--- src/rtl/leaf_port_bridge_pkg.sv ---
// Shared helpers for the leaf port bridge: sizing math and counter saturation.
package leaf_port_bridge_pkg;

    localparam int DEFAULT_FIFO_DEPTH = 4;

    // Ceiling log2 for sizing pointers. clog2(1) is 0.
    function automatic int clog2(input int value);
        int result;
        int v;
        result = 0;
        v      = value - 1;
        while (v > 0) begin
            result = result + 1;
            v      = v >> 1;
        end
        return result;
    endfunction

    // Pointer width for the default depth. Occupancy needs one more bit.
    localparam int FIFO_ADDR_BITS = clog2(DEFAULT_FIFO_DEPTH);

    // Increment enable for a saturating counter. It stays at all-ones once reached.
    function automatic logic sat_step(input logic inc, input logic at_max);
        return inc && !at_max;
    endfunction

endpackage

--- src/rtl/leaf_port_bridge_chan.sv ---
// One bridge channel: FWFT FIFO, full/empty/read counters and a stall flag.
// rd_gate hides the head from the reader without disturbing the stored data.
module leaf_chan_fifo
    import leaf_port_bridge_pkg::*;
#(
    parameter int PAYLOAD_BITS = 32,
    parameter int FIFO_DEPTH   = 4,
    parameter int CNT_BITS     = 32,
    parameter int STALL_CNT    = 1
) (
    input  logic                    clk,
    input  logic                    rst_n,
    input  logic                    cnt_clear,
    input  logic                    rd_gate,
    input  logic [PAYLOAD_BITS-1:0] wr_data,
    input  logic                    wr_valid,
    output logic                    wr_ready,
    output logic [PAYLOAD_BITS-1:0] rd_data,
    output logic                    rd_valid,
    input  logic                    rd_ready,
    output logic [CNT_BITS-1:0]     full_cnt,
    output logic [CNT_BITS-1:0]     empty_cnt,
    output logic [CNT_BITS-1:0]     read_cnt,
    output logic                    stall_condition
);

    localparam int ADDR_BITS = clog2(FIFO_DEPTH);
    localparam int RUN_BITS  = clog2(STALL_CNT + 1);
    localparam logic [ADDR_BITS:0]  DEPTH_C = (ADDR_BITS + 1)'(FIFO_DEPTH);
    localparam logic [ADDR_BITS:0]  ONE_C   = (ADDR_BITS + 1)'(1);
    localparam logic [RUN_BITS-1:0] STALL_C = RUN_BITS'(STALL_CNT);

    logic [PAYLOAD_BITS-1:0] mem [FIFO_DEPTH];
    logic [ADDR_BITS-1:0]    wr_ptr;
    logic [ADDR_BITS-1:0]    rd_ptr;
    logic [ADDR_BITS:0]      count;
    logic [ADDR_BITS:0]      count_next;
    logic [RUN_BITS-1:0]     run;
    logic [RUN_BITS-1:0]     run_next;
    logic                    full;
    logic                    empty;
    logic                    push;
    logic                    pop;

    assign full     = (count == DEPTH_C);
    assign empty    = (count == '0);
    assign push     = wr_valid && wr_ready;
    assign rd_valid = !empty && !rd_gate;
    assign pop      = rd_valid && rd_ready;
    // Empty slots read as zero, so reset and drain show 0 data without clearing the array.
    assign rd_data  = empty ? '0 : mem[rd_ptr];

    // Next occupancy from this cycle's push/pop.
    always_comb begin
        // NOTE: default assignment first, so no path leaves count_next unassigned and no latch is inferred.
        count_next = count;
        unique case ({push, pop})
            2'b10:   count_next = count + ONE_C;
            2'b01:   count_next = count - ONE_C;
            default: count_next = count;
        endcase
    end

    // Storage write. The array holds no control state.
    // NOTE: the memory is not reset; rd_data masks the stale contents while the channel is empty.
    always_ff @(posedge clk) begin
        if (push) begin
            mem[wr_ptr] <= wr_data;
        end
    end

    // Pointers, occupancy and registered ready.
    always_ff @(posedge clk or negedge rst_n) begin
        // NOTE: state uses non-blocking assignments, so every flop samples pre-edge values.
        if (!rst_n) begin
            wr_ptr   <= '0;
            rd_ptr   <= '0;
            count    <= '0;
            wr_ready <= 1'b0;
        end else begin
            if (push) wr_ptr <= wr_ptr + 1'b1;
            if (pop)  rd_ptr <= rd_ptr + 1'b1;
            count    <= count_next;
            // Ready comes from occupancy only. A pop at full reopens the channel one cycle later.
            wr_ready <= (count_next != DEPTH_C);
        end
    end

    // Monitoring counters. They saturate, and a clear takes priority over an increment.
    always_ff @(posedge clk or negedge rst_n) begin
        if (!rst_n) begin
            full_cnt  <= '0;
            empty_cnt <= '0;
            read_cnt  <= '0;
        end else if (cnt_clear) begin
            full_cnt  <= '0;
            empty_cnt <= '0;
            read_cnt  <= '0;
        end else begin
            full_cnt  <= full_cnt  + CNT_BITS'(sat_step(full,  &full_cnt));
            empty_cnt <= empty_cnt + CNT_BITS'(sat_step(empty, &empty_cnt));
            read_cnt  <= read_cnt  + CNT_BITS'(sat_step(pop,   &read_cnt));
        end
    end

    // Run length of consecutive full cycles, capped at the stall threshold.
    always_comb begin
        run_next = '0;
        if (full) begin
            run_next = (run == STALL_C) ? run : run + 1'b1;
        end
    end

    // Stall flag. It follows the run length and drops the cycle after full ends.
    always_ff @(posedge clk or negedge rst_n) begin
        if (!rst_n) begin
            run             <= '0;
            stall_condition <= 1'b0;
        end else begin
            run             <= run_next;
            stall_condition <= (run_next >= STALL_C);
        end
    end

endmodule

--- src/rtl/leaf_port_bridge.sv ---
// Buffered bridge between the leaf interface vld/ack buses and kernel AXI-stream ports.
// Outbound channels hide their head while the interface is in resend mode.
module leaf_port_bridge
    import leaf_port_bridge_pkg::*;
#(
    parameter int PAYLOAD_BITS  = 32,
    parameter int NUM_IN_PORTS  = 1,
    parameter int NUM_OUT_PORTS = 1,
    parameter int FIFO_DEPTH    = DEFAULT_FIFO_DEPTH,
    parameter int CNT_BITS      = 32,
    parameter int STALL_CNT     = 1
) (
    input  logic                                  ap_clk,
    input  logic                                  ap_rst_n,
    input  logic                                  resend,
    input  logic                                  cnt_clear,
    input  logic [NUM_IN_PORTS*PAYLOAD_BITS-1:0]  din_leaf_interface2user,
    input  logic [NUM_IN_PORTS-1:0]               vld_interface2user,
    output logic [NUM_IN_PORTS-1:0]               ack_user2interface,
    output logic [NUM_IN_PORTS*PAYLOAD_BITS-1:0]  Input_TDATA,
    output logic [NUM_IN_PORTS-1:0]               Input_TVALID,
    input  logic [NUM_IN_PORTS-1:0]               Input_TREADY,
    input  logic [NUM_OUT_PORTS*PAYLOAD_BITS-1:0] Output_TDATA,
    input  logic [NUM_OUT_PORTS-1:0]              Output_TVALID,
    output logic [NUM_OUT_PORTS-1:0]              Output_TREADY,
    output logic [NUM_OUT_PORTS*PAYLOAD_BITS-1:0] din_leaf_user2interface,
    output logic [NUM_OUT_PORTS-1:0]              vld_user2interface,
    input  logic [NUM_OUT_PORTS-1:0]              ack_interface2user,
    output logic [NUM_IN_PORTS*CNT_BITS-1:0]      full_cnt_in,
    output logic [NUM_IN_PORTS*CNT_BITS-1:0]      empty_cnt_in,
    output logic [NUM_IN_PORTS*CNT_BITS-1:0]      read_cnt_in,
    output logic [NUM_OUT_PORTS*CNT_BITS-1:0]     full_cnt_out,
    output logic [NUM_OUT_PORTS*CNT_BITS-1:0]     empty_cnt_out,
    output logic [NUM_OUT_PORTS*CNT_BITS-1:0]     read_cnt_out,
    output logic [NUM_IN_PORTS-1:0]               stall_condition_in,
    output logic [NUM_OUT_PORTS-1:0]              stall_condition_out
);

    // Interface to kernel. These channels are never gated.
    for (genvar i = 0; i < NUM_IN_PORTS; i++) begin : g_in
        leaf_chan_fifo #(
            .PAYLOAD_BITS (PAYLOAD_BITS),
            .FIFO_DEPTH   (FIFO_DEPTH),
            .CNT_BITS     (CNT_BITS),
            .STALL_CNT    (STALL_CNT)
        ) u_chan (
            .clk             (ap_clk),
            .rst_n           (ap_rst_n),
            .cnt_clear       (cnt_clear),
            .rd_gate         (1'b0),
            .wr_data         (din_leaf_interface2user[i*PAYLOAD_BITS +: PAYLOAD_BITS]),
            .wr_valid        (vld_interface2user[i]),
            .wr_ready        (ack_user2interface[i]),
            .rd_data         (Input_TDATA[i*PAYLOAD_BITS +: PAYLOAD_BITS]),
            .rd_valid        (Input_TVALID[i]),
            .rd_ready        (Input_TREADY[i]),
            .full_cnt        (full_cnt_in[i*CNT_BITS +: CNT_BITS]),
            .empty_cnt       (empty_cnt_in[i*CNT_BITS +: CNT_BITS]),
            .read_cnt        (read_cnt_in[i*CNT_BITS +: CNT_BITS]),
            .stall_condition (stall_condition_in[i])
        );
    end

    // Kernel to interface. Resend freezes the head until the interface leaves resend mode.
    for (genvar j = 0; j < NUM_OUT_PORTS; j++) begin : g_out
        leaf_chan_fifo #(
            .PAYLOAD_BITS (PAYLOAD_BITS),
            .FIFO_DEPTH   (FIFO_DEPTH),
            .CNT_BITS     (CNT_BITS),
            .STALL_CNT    (STALL_CNT)
        ) u_chan (
            .clk             (ap_clk),
            .rst_n           (ap_rst_n),
            .cnt_clear       (cnt_clear),
            .rd_gate         (resend),
            .wr_data         (Output_TDATA[j*PAYLOAD_BITS +: PAYLOAD_BITS]),
            .wr_valid        (Output_TVALID[j]),
            .wr_ready        (Output_TREADY[j]),
            .rd_data         (din_leaf_user2interface[j*PAYLOAD_BITS +: PAYLOAD_BITS]),
            .rd_valid        (vld_user2interface[j]),
            .rd_ready        (ack_interface2user[j]),
            .full_cnt        (full_cnt_out[j*CNT_BITS +: CNT_BITS]),
            .empty_cnt       (empty_cnt_out[j*CNT_BITS +: CNT_BITS]),
            .read_cnt        (read_cnt_out[j*CNT_BITS +: CNT_BITS]),
            .stall_condition (stall_condition_out[j])
        );
    end

endmodule

--- config.mk ---
export PLATFORM = sky130hd
export DESIGN_NAME = leaf_port_bridge
export DESIGN_NICKNAME = d
export VERILOG_FILES = /design/src/rtl/leaf_port_bridge_pkg.sv /design/src/rtl/leaf_port_bridge_chan.sv /design/src/rtl/leaf_port_bridge.sv
export SDC_FILE = /design/constraint.sdc
export NUM_CORES = 1
export LEC_CHECK = 0
export CAP_MARGIN = 20
export CORE_MARGIN = 2
export CORE_UTILIZATION = 30
export DETAILED_ROUTE_END_ITERATION = 16
export PLACE_DENSITY = 0.53
export SETUP_SLACK_MARGIN = 0.05
export SLEW_MARGIN = 5
export SYNTH_ARGS = -nofsm -noshare
export SYNTH_HDL_FRONTEND = slang
export SYNTH_SLANG_ARGS = --single-unit
--- constraint.sdc ---
create_clock -name ap_clk -period 6.5 [get_ports ap_clk]
set_input_delay 1.95 -clock ap_clk [delete_from_list [all_inputs] [get_ports ap_clk]]
set_output_delay 1.95 -clock ap_clk [all_outputs]
set_load 0.03 [all_outputs]
==> impl_results.md <==
- Status: complete, no violations
- Startpoint Class: primary input
- Yosys cell types: 44
- Post-layout nets: 1925
- Num CTS Buffers: 53
- Syn. warnings: 0
- Hold/Removal Path Class: reg -> reg
- RSZ-0062 raised after global routing: no
- # placed instances: 2636
- HPWL Detailed: 33800 um
- Fillers: 6146
- Post-route cell area: 26200 um2
- Met3 Usage GRT: 0.0529
- Critical Path Source: resend
- Num ports: 334
- Worst reg2reg startpoint: g_in[0].u_chan.count[1]$_DFF_PN0_
- Largest net degree at the start of global routing: 124
- WP data required: 4550 ps
- Vias in the first global route: 12.9k
- Minimum clock period: 5120 ps
- Area of the multi-input gates: 6780 um2
- First-pass GRT wire length: 79700 um
- CTS root buf: clkbuf_16
- Die Y: 263 um
- Leading area contributor after synthesis: edfxtp_1
- Post-route core utilization: 0.397
- Area growth, synth to finish: 30.5%
- Instance area at placement: 24400 um2
- CTS tree: yes
- Layout cell share with drive strength beyond 1: 0.102
- Crit path max fanout: 2
- Via count: 12.8k
- Sequential cell area: 12900 um2
- GPL Wtd Cong: 0.779
- PwrDens: 371 nW/um2
- Iter 0 DRT Violations: 814
- Seq/Total Area, Yosys: 0.645
- Final Hold Viols: 0
- Final setup fails: 0
- Worst-Skew Late Latency: 590 ps
- Max-Cap Viols: 0
- Net Count, Synth: 1576
- GR Layer Usage met2: 0.237
- Hold-fix buffers at CTS: 0
- Top post-synthesis cells by area: edfxtp_1, dfrtp_1, mux4_2, xor2_1, nor2_1
- Yosys top cell area share: 0.383
- Initial Util: 0.304
- #FFs+latches synth: 466
- Total Routing Usage GR: 0.146
- Port bufs: 333
- Worst slew pin tran: 1070 ps
- Rows: 94
- Final Max Tran Viols: 0
- Met1 Resource Use GR: 0.185
- Die Width: 263 um
- CP Capture Type: output port
- H-tree lvl count: 2
- Max Freq: 195 MHz
- EDFF count, synth: 256
- Pleak: 0.00957 uW
- VDD IR max: 348 uV
- Internal reg-to-reg setup slack: 2910 ps
- Longest Clk Path Bufs: 3
- Post-Syn Area: 20100 um2
- Post_cts resized: 0
- Syn Area/Cell: 13.5 um2
- Mapped Cells: 1480
- Antenna-violating nets left: 0
- Worst R2R Path Depth: 8
- Drt drc: 0
- Critical Path AT: 3170 ps
- Pre-antenna DRT Iters: 5
- Per-cell routed wire length: 18.7 um
- Layout Cells excl Fill: 2735
- Slew margin rel.: 0.280
- Total power draw: 9700 uW
- CP endpoint: vld_user2interface
- Period utilisation layout: 0.788
- Vias per cell: 4.69
- Most Crowded Layer GR: met2
- Drt total wl: 51100 um
- Total grt overflow: 0
- Reg clk slew, reported paths: 60 ps
- Core footprint: 66000 um2
- Reg2Reg Capture Point: g_in[0].u_chan.empty_cnt[31]$_DFF_PN0_
- Total negative slack: 0 ps
- Worst clock skew: 21.0 ps
- Antenna Cells: 0
- Top FF cell, synth: edfxtp_1
- Crit path kind: in -> out
- Post-CTS Setup Bufs: 0
- Total Die Area: 68900 um2
- Ys async rst share: 0.451
- Initial antenna violation count: 1
- Clk sinks: 466
## critical path, stage by stage
cell and delay, ps:
clkdlybuf4s50_1 390, nor2_1 140, clkdlybuf4s50_1 690
## metal layers
metal / vias to the layer above / routed length [um]
li1: 6041 / -
met1: 6408 / 21700
met2: 306 / 24200
met3: 58 / 4130
met4: 2 / 965
met5: - / 13
## cells by family after synthesis
| family | Yosys count | synth area share |
|---|---|---|
| adders and majority gates | 24 | 0.0157 |
| AOI/OAI and AO/OA | 35 | 0.00942 |
| and+or+nand+nor | 623 | 0.159 |
| muxes | 66 | 0.0730 |
| DFF | 466 | 0.645 |
| buffers and inverters | 82 | 0.0166 |
| xor gates and xnor gates | 184 | 0.0804 |
## final cells by class
class | instances | share of cell area
clock inverters | 21 | 0.00966
repair buffers | 354 | 0.134
multi-input cells | 932 | 0.259
flip-flops and latches | 466 | 0.495
inverters | 22 | 0.00315
clock buffers | 76 | 0.0578
well taps | 864 | 0.0413
## synth_stat cells (2+ instances only)
cell      number
dfrtp_1      210
nor2_1       199
and2_1        42
clkbuf_1      41
nand4_1       72
nor4_1        14
ha_1          22
buf_1          4
and4_1        13
or4_1          2
nand3_1       72
xnor2_1       57
a21oi_1       14
mux2_2         2
nor2b_1       38
inv_1         22
fa_1           2
a31oi_1        4
and3_1        34
buf_2         14
or3_1         13
nor3_2         2
xor2_1       127
nor3_1        24
mux4_2        64
nand2_1       81
o21ai_0       14
edfxtp_1     256
nor4_2         6
## flip-flops by register name, summed over array words and instances (netlist names), 32 cells and up
register	cells
g_in.u_chan.full_cnt	32
g_in.u_chan.mem	128
g_out.u_chan.mem	128
g_in.u_chan.read_cnt	32
g_in.u_chan.empty_cnt	32
g_out.u_chan.full_cnt	32
g_out.u_chan.empty_cnt	32
g_out.u_chan.read_cnt	32
## power breakdown
group          switching, uW  internal, uW  leakage, uW
Clock                   1190          1810     0.000873
Sequential               293          3530      0.00523
Combinational           1580          1300      0.00347
Total                   3060          6640      0.00957
## cells in the final DEF, fill, tap and decap left out, types with 23 or more instances in the layout
master and instances:
nor2_1 199, nand3_1 72, dfrtp_1 206, and3_1 34, xnor2_1 57, mux4_2 64, clkbuf_16 53, clkdlybuf4s50_1 331
nand4_1 72, edfxtp_1 256, nand2_1 81, nor2b_1 38, nor3_1 23, xor2_1 127, and2_1 42
## through the flow
step,worst slack (ps),hold slack (ps)
after global placement,1340,490
after detailed placement,1380,491
final,1380,501
after global routing,1190,531
after CTS,1290,502
after floorplan,2160,464
## worst min path at each step
stage                                                  from                                 to  slack, ps  cells past startpoint
final                     g_in[0].u_chan.count[2]$_DFF_PN0_  g_in[0].u_chan.count[2]$_DFF_PN0_        500                      1
after global routing      g_in[0].u_chan.count[2]$_DFF_PN0_  g_in[0].u_chan.count[2]$_DFF_PN0_        530                      1
after CTS                 g_in[0].u_chan.count[2]$_DFF_PN0_  g_in[0].u_chan.count[2]$_DFF_PN0_        500                      1
after global placement    g_in[0].u_chan.count[2]$_DFF_PN0_  g_in[0].u_chan.count[2]$_DFF_PN0_        490                      1
after floorplan           g_in[0].u_chan.count[2]$_DFF_PN0_  g_in[0].u_chan.count[2]$_DFF_PN0_        460                      1
after detailed placement  g_in[0].u_chan.count[2]$_DFF_PN0_  g_in[0].u_chan.count[2]$_DFF_PN0_        490                      1
No activity file was read; power rests on OpenSTA's default activity.
